<file path="config.mk">
export PLATFORM = sky130hd
export DESIGN_NAME = shader_prog_ctrl
export DESIGN_NICKNAME = d
export VERILOG_FILES = /design/src/rtl/shader_prog_ctrl.sv
export SDC_FILE = /design/constraint.sdc
export NUM_CORES = 1
export LEC_CHECK = 0
export CORE_UTILIZATION = 60
export DETAILED_ROUTE_END_ITERATION = 8
export MAX_ROUTING_LAYER = met4
export PLACE_DENSITY = 0.87
export SKIP_CTS_REPAIR_TIMING = 1
export SYNTH_ARGS = -nofsm -noshare
export SYNTH_HDL_FRONTEND = slang
export SYNTH_SLANG_ARGS = --single-unit
</file>
<file path="constraint.sdc">
create_clock -name clk_i -period 5.1 [get_ports clk_i]
set_input_delay 0.765 -clock clk_i [delete_from_list [all_inputs] [get_ports clk_i]]
set_output_delay 0.765 -clock clk_i [all_outputs]
set_load 0.005 [all_outputs]
</file>
<file path="src/rtl/shader_prog_ctrl.sv">
// Command controller between the SPI byte deserializer and the shader instruction store.
// Decodes SPI commands into a shadow program bank; swaps to active only on frame boundaries.
module shader_prog_ctrl #(
  parameter int NUM_INSTR = 8,
  parameter int INSTR_W   = 8
) (
  input  logic                         clk_i,
  input  logic                         rst_ni,
  input  logic                         spi_cs_i,
  input  logic                         rx_valid_i,
  input  logic [7:0]                   rx_data_i,
  output logic [7:0]                   tx_data_o,
  output logic                         tx_load_o,
  input  logic                         frame_start_i,
  input  logic [$clog2(NUM_INSTR)-1:0] fetch_addr_i,
  output logic [INSTR_W-1:0]           fetch_instr_o,
  output logic                         swap_pending_o,
  output logic                         busy_o
);

  localparam int AW = $clog2(NUM_INSTR);
  localparam logic [AW-1:0] LAST = AW'(NUM_INSTR - 1);

  typedef enum logic [2:0] {IDLE, ADDR, DATA, BURST, RESP} state_t;

  state_t             state;
  logic [INSTR_W-1:0] bank [2][NUM_INSTR];
  logic               active_sel;
  logic               rd_mode;
  logic [AW-1:0]      addr_q;
  logic [AW-1:0]      cnt;

  logic               rx_ok;
  logic               swap_now;
  logic               set_swap;
  logic               shadow_sel;
  logic               wr_en;
  logic [AW-1:0]      wr_addr;

  // In the swap cycle the old active bank becomes the shadow, so writes must target it.
  always_comb begin
    rx_ok      = rx_valid_i && !spi_cs_i;
    swap_now   = frame_start_i && swap_pending_o;
    set_swap   = rx_ok && (state == IDLE) && (rx_data_i == 8'h04);
    shadow_sel = swap_now ? active_sel : ~active_sel;
    wr_en      = 1'b0;
    wr_addr    = addr_q;
    if (rx_ok && state == DATA) begin
      wr_en = 1'b1;
    end else if (rx_ok && state == BURST) begin
      wr_en   = 1'b1;
      wr_addr = cnt;
    end
  end

  assign busy_o = (state != IDLE);

  always_ff @(posedge clk_i) begin
    if (!rst_ni) begin
      state          <= IDLE;
      active_sel     <= 1'b0;
      rd_mode        <= 1'b0;
      addr_q         <= '0;
      cnt            <= '0;
      tx_data_o      <= '0;
      tx_load_o      <= 1'b0;
      fetch_instr_o  <= '0;
      swap_pending_o <= 1'b0;
      for (int i = 0; i < NUM_INSTR; i++) begin
        bank[0][i] <= '0;
        bank[1][i] <= '0;
      end
    end else begin
      fetch_instr_o <= bank[active_sel][fetch_addr_i];
      tx_load_o     <= 1'b0;

      // Refresh the outgoing active bank with the new program; a same-cycle write below wins.
      if (swap_now) begin
        active_sel <= ~active_sel;
        for (int i = 0; i < NUM_INSTR; i++) begin
          bank[active_sel][i] <= bank[~active_sel][i];
        end
      end

      if (wr_en) begin
        bank[shadow_sel][wr_addr] <= rx_data_i[INSTR_W-1:0];
      end

      if (set_swap) begin
        swap_pending_o <= 1'b1;
      end else if (swap_now) begin
        swap_pending_o <= 1'b0;
      end

      if (spi_cs_i) begin
        state <= IDLE;
        cnt   <= '0;
      end else begin
        case (state)
          IDLE: begin
            if (rx_valid_i) begin
              case (rx_data_i)
                8'h01: begin
                  state   <= ADDR;
                  rd_mode <= 1'b0;
                end
                8'h02: begin
                  state <= BURST;
                  cnt   <= '0;
                end
                8'h03: begin
                  state   <= ADDR;
                  rd_mode <= 1'b1;
                end
                default: state <= IDLE;
              endcase
            end
          end
          ADDR: begin
            if (rx_valid_i) begin
              addr_q <= rx_data_i[AW-1:0];
              state  <= rd_mode ? RESP : DATA;
            end
          end
          DATA: begin
            if (rx_valid_i) begin
              state <= IDLE;
            end
          end
          BURST: begin
            if (rx_valid_i) begin
              if (cnt == LAST) begin
                state <= IDLE;
                cnt   <= '0;
              end else begin
                cnt <= cnt + 1'b1;
              end
            end
          end
          RESP: begin
            tx_data_o <= bank[~active_sel][addr_q];
            tx_load_o <= 1'b1;
            state     <= IDLE;
          end
          default: state <= IDLE;
        endcase
      end
    end
  end

endmodule
</file>
==> reports/metrics.cfg <==
[job]
drv_cap = 0

[critical_path]
crit_arrival_ps = 3690
critical_path_class = primary input to flop
setup.worst_path.start_class = primary input
crit_path_top_delay_cell = clkdlybuf4s50_1
required_ps = 5210
timing.rr.end = bank[1][43]
cp_max_fo = 18
cp-end-kind = flop
crit_path_end = bank[1][33]
r2r_setup_slack_ps = 2030
slowest_delay_ps = 760
r2r_cells = 5
cp_cell_sequence = clkdlybuf4s50_1 -> nor2b_1 -> nand4b_4 -> a21oi_2 -> and2_1 -> nand2b_1
r2r-start = state[1]
crit_path_start = rst_ni

[logic_synthesis]
avgSynthCellArea_um2 = 12.4
syn_inst = 816
yosys_most_used_dff = edfxtp_1
ys_ff_latch = 158
netlist_area_um2 = 10100
synth_top_area_frac = 0.379
synth_most_common_cell = edfxtp_1
ys_top_cells_by_area = edfxtp_1, mux4_2, mux2i_1, mux2_2, dfxtp_1
seq_area_frac_synth = 0.439
yosysUniqueCellTypes = 53
synthesis.nets = 834
synthArstFlopShare = 0
synth_enable_flop_cells = 128
ys_top_cells_by_count = edfxtp_1, nor2_1, mux2i_1, mux4_2, mux2_2
yosys.area.top_type = edfxtp_1
yosysWarnings = 0

[floorplan]
die_w_um = 132
die_y_um = 132
rows = 47
dieArea_um2 = 17400
ios = 35
core_area_um2 = 16500
initial_core_util = 0.613

[clock_network]
numCtsBuffers = 17
cts_max_path_buffers = 2
clk_pin_slew_ps = 70
cts.sinks = 158
htreeDepth = 4
clock_latency_ps = 450
cts-root-buf = clkbuf_16
cts_tree = done

[timing]
fin_setup_tns_ps = 0
timing.slew.headroom = 0.194
max_freq_mhz = 279
finalHoldViolations = 0
skew_ps = 8.21
rsz0062_at_grt = no
worstMarginPinSlew_ps = 1210
min_period_over_period = 0.703
maxSlewViolCount = 0
min_period_ps = 3580
fin_ws_ps = 1520
setup_viol = 0

[place]
globalplace.congestion = 1.01
detailed_place_hpwl_mm = 19.8
dpl.cell_count = 1010
dpl_worst_slack_ps = 1130
portBuffers = 34

[detailed_routing]
ant_nets = 0
drt_iter0_markers = 1295
drc = 0
wl_mm = 30.2
num_vias = 7812
viasPerCell = 7.49
drtPass1Iterations = 8
avgRoutedWirePerCell_um = 29.0

[cells_and_area]
finalNonFillerCells = 1043
area_growth_pct = 9.37
finalNetCount = 827
drive_gt1_frac = 0.247

[global_routing]
grt_use_total = 0.371
antenna_found_initial = 1
grt_pass1_vias = 7572
globalRoute.totalOverflow = 0
grt_pass1_wl_mm = 45.8
grt_start_max_net_pins = 65

[worst_hold_path]
hold_class = flop to flop
whs_path_depth = 2

[pwr]
powerDensity_nw_per_um2 = 272
leakage_uw = 0.00379
irDropWorstVdd_mv = 0.195

[run_status]
outcome = finished clean

## cell type report
type	instances	area, um2
clock inverters	14	168
flip-flops and latches	158	4450
clock buffers	18	429
inverters	1	3.75
fillers	1123	5440
repair buffers	50	455
multi-input cells	581	5300
well taps	220	275
diodes	1	2.50
## power by group
part	switching (uW)	leakage [uW]	total (uW)	internal, uW
combinational	126	0.00195	210	84.3
sequential	46.4	0.00157	1480	1430
clock	554	0.000278	1320	768
total	726	0.00379	3010	2280
## worst max-delay path, delay by kind of cell
kind | cells | cell delay [ps]
AND/OR/NAND/NOR | 4 | 1500
buffers and inverters | 1 | 760
AO/OA/AOI/OAI | 1 | 660
## per-stage QoR
stage	instance area, um2	power [uW]	util	hold slack (ps)
2_1_floorplan	10100	1600	-	432
3_3_place_gp	10500	1690	0.634	462
3_5_place_dp	10500	1700	0.634	472
4_1_cts	11100	2980	0.670	487
5_1_grt	11100	3050	0.671	513
6_report	11100	3010	0.671	485
## sequential cells by signal, summed over array words and instances, names as in the netlist, named ones only
name,cells
active_sel,1
addr_q,3
bank,128
cnt,3
fetch_instr_o,8
rd_mode,1
state,3
swap_pending_o,1
tx_data_o,8
tx_load_o,1
## worst min path at each step
stage            startpoint  slack [ps]      endpoint
2_1_floorplan       rd_mode         430      state[2]
3_3_place_gp        rd_mode         460      state[2]
3_5_place_dp   tx_data_o[0]         470  tx_data_o[0]
4_1_cts             rd_mode         490      state[2]
5_1_grt             rd_mode         510      state[2]
6_report       tx_data_o[0]         490  tx_data_o[0]
## per-layer routing
metal / wire, um / part of all wire / vias up / GRT usage
met5: 0 / 0 / - / -
met4: 2120 / 0.070 / 0 / 0.243
met3: 4330 / 0.14 / 150 / 0.103
met2: 13300 / 0.44 / 751 / 0.525
met1: 10500 / 0.35 / 3732 / 0.469
li1: - / - / 3179 / -
## cell families after synthesis
| group | Yosys count | synth area share |
|---|---|---|
| DFF | 158 | 0.439 |
| adders and majority gates | 2 | 0.00247 |
| and+or+nand+nor | 237 | 0.117 |
| buffers and inverters | 77 | 0.0387 |
| xor gates and xnor gates | 1 | 0.000865 |
| muxes | 236 | 0.324 |
| AOI/OAI and AO/OA | 105 | 0.0785 |
## placed cells by master (no fill, tap or decap), drive strengths merged, types with 2 or more instances in the layout
master	instances
a32o	2
nor2b	7
inv	2
a211oi	2
mux2	80
clkdlybuf4s50	33
buf	17
clkinv	6
o211ai	10
or4	3
nand3	51
nand4b	5
a21oi	10
o22ai	8
nand4	4
a21boi	2
clkbuf	18
bufinv	3
a22oi	8
ha	2
nor3	4
o31ai	49
nor4	2
o21ai	9
and2	6
and3	3
or3	2
or3b	2
nor2	97
o21a	2
mux4	64
edfxtp	128
mux2i	92
dfxtp	30
clkinvlp	4
nand2	39
nand2b	10
No activity file was read; power rests on OpenSTA's default activity.
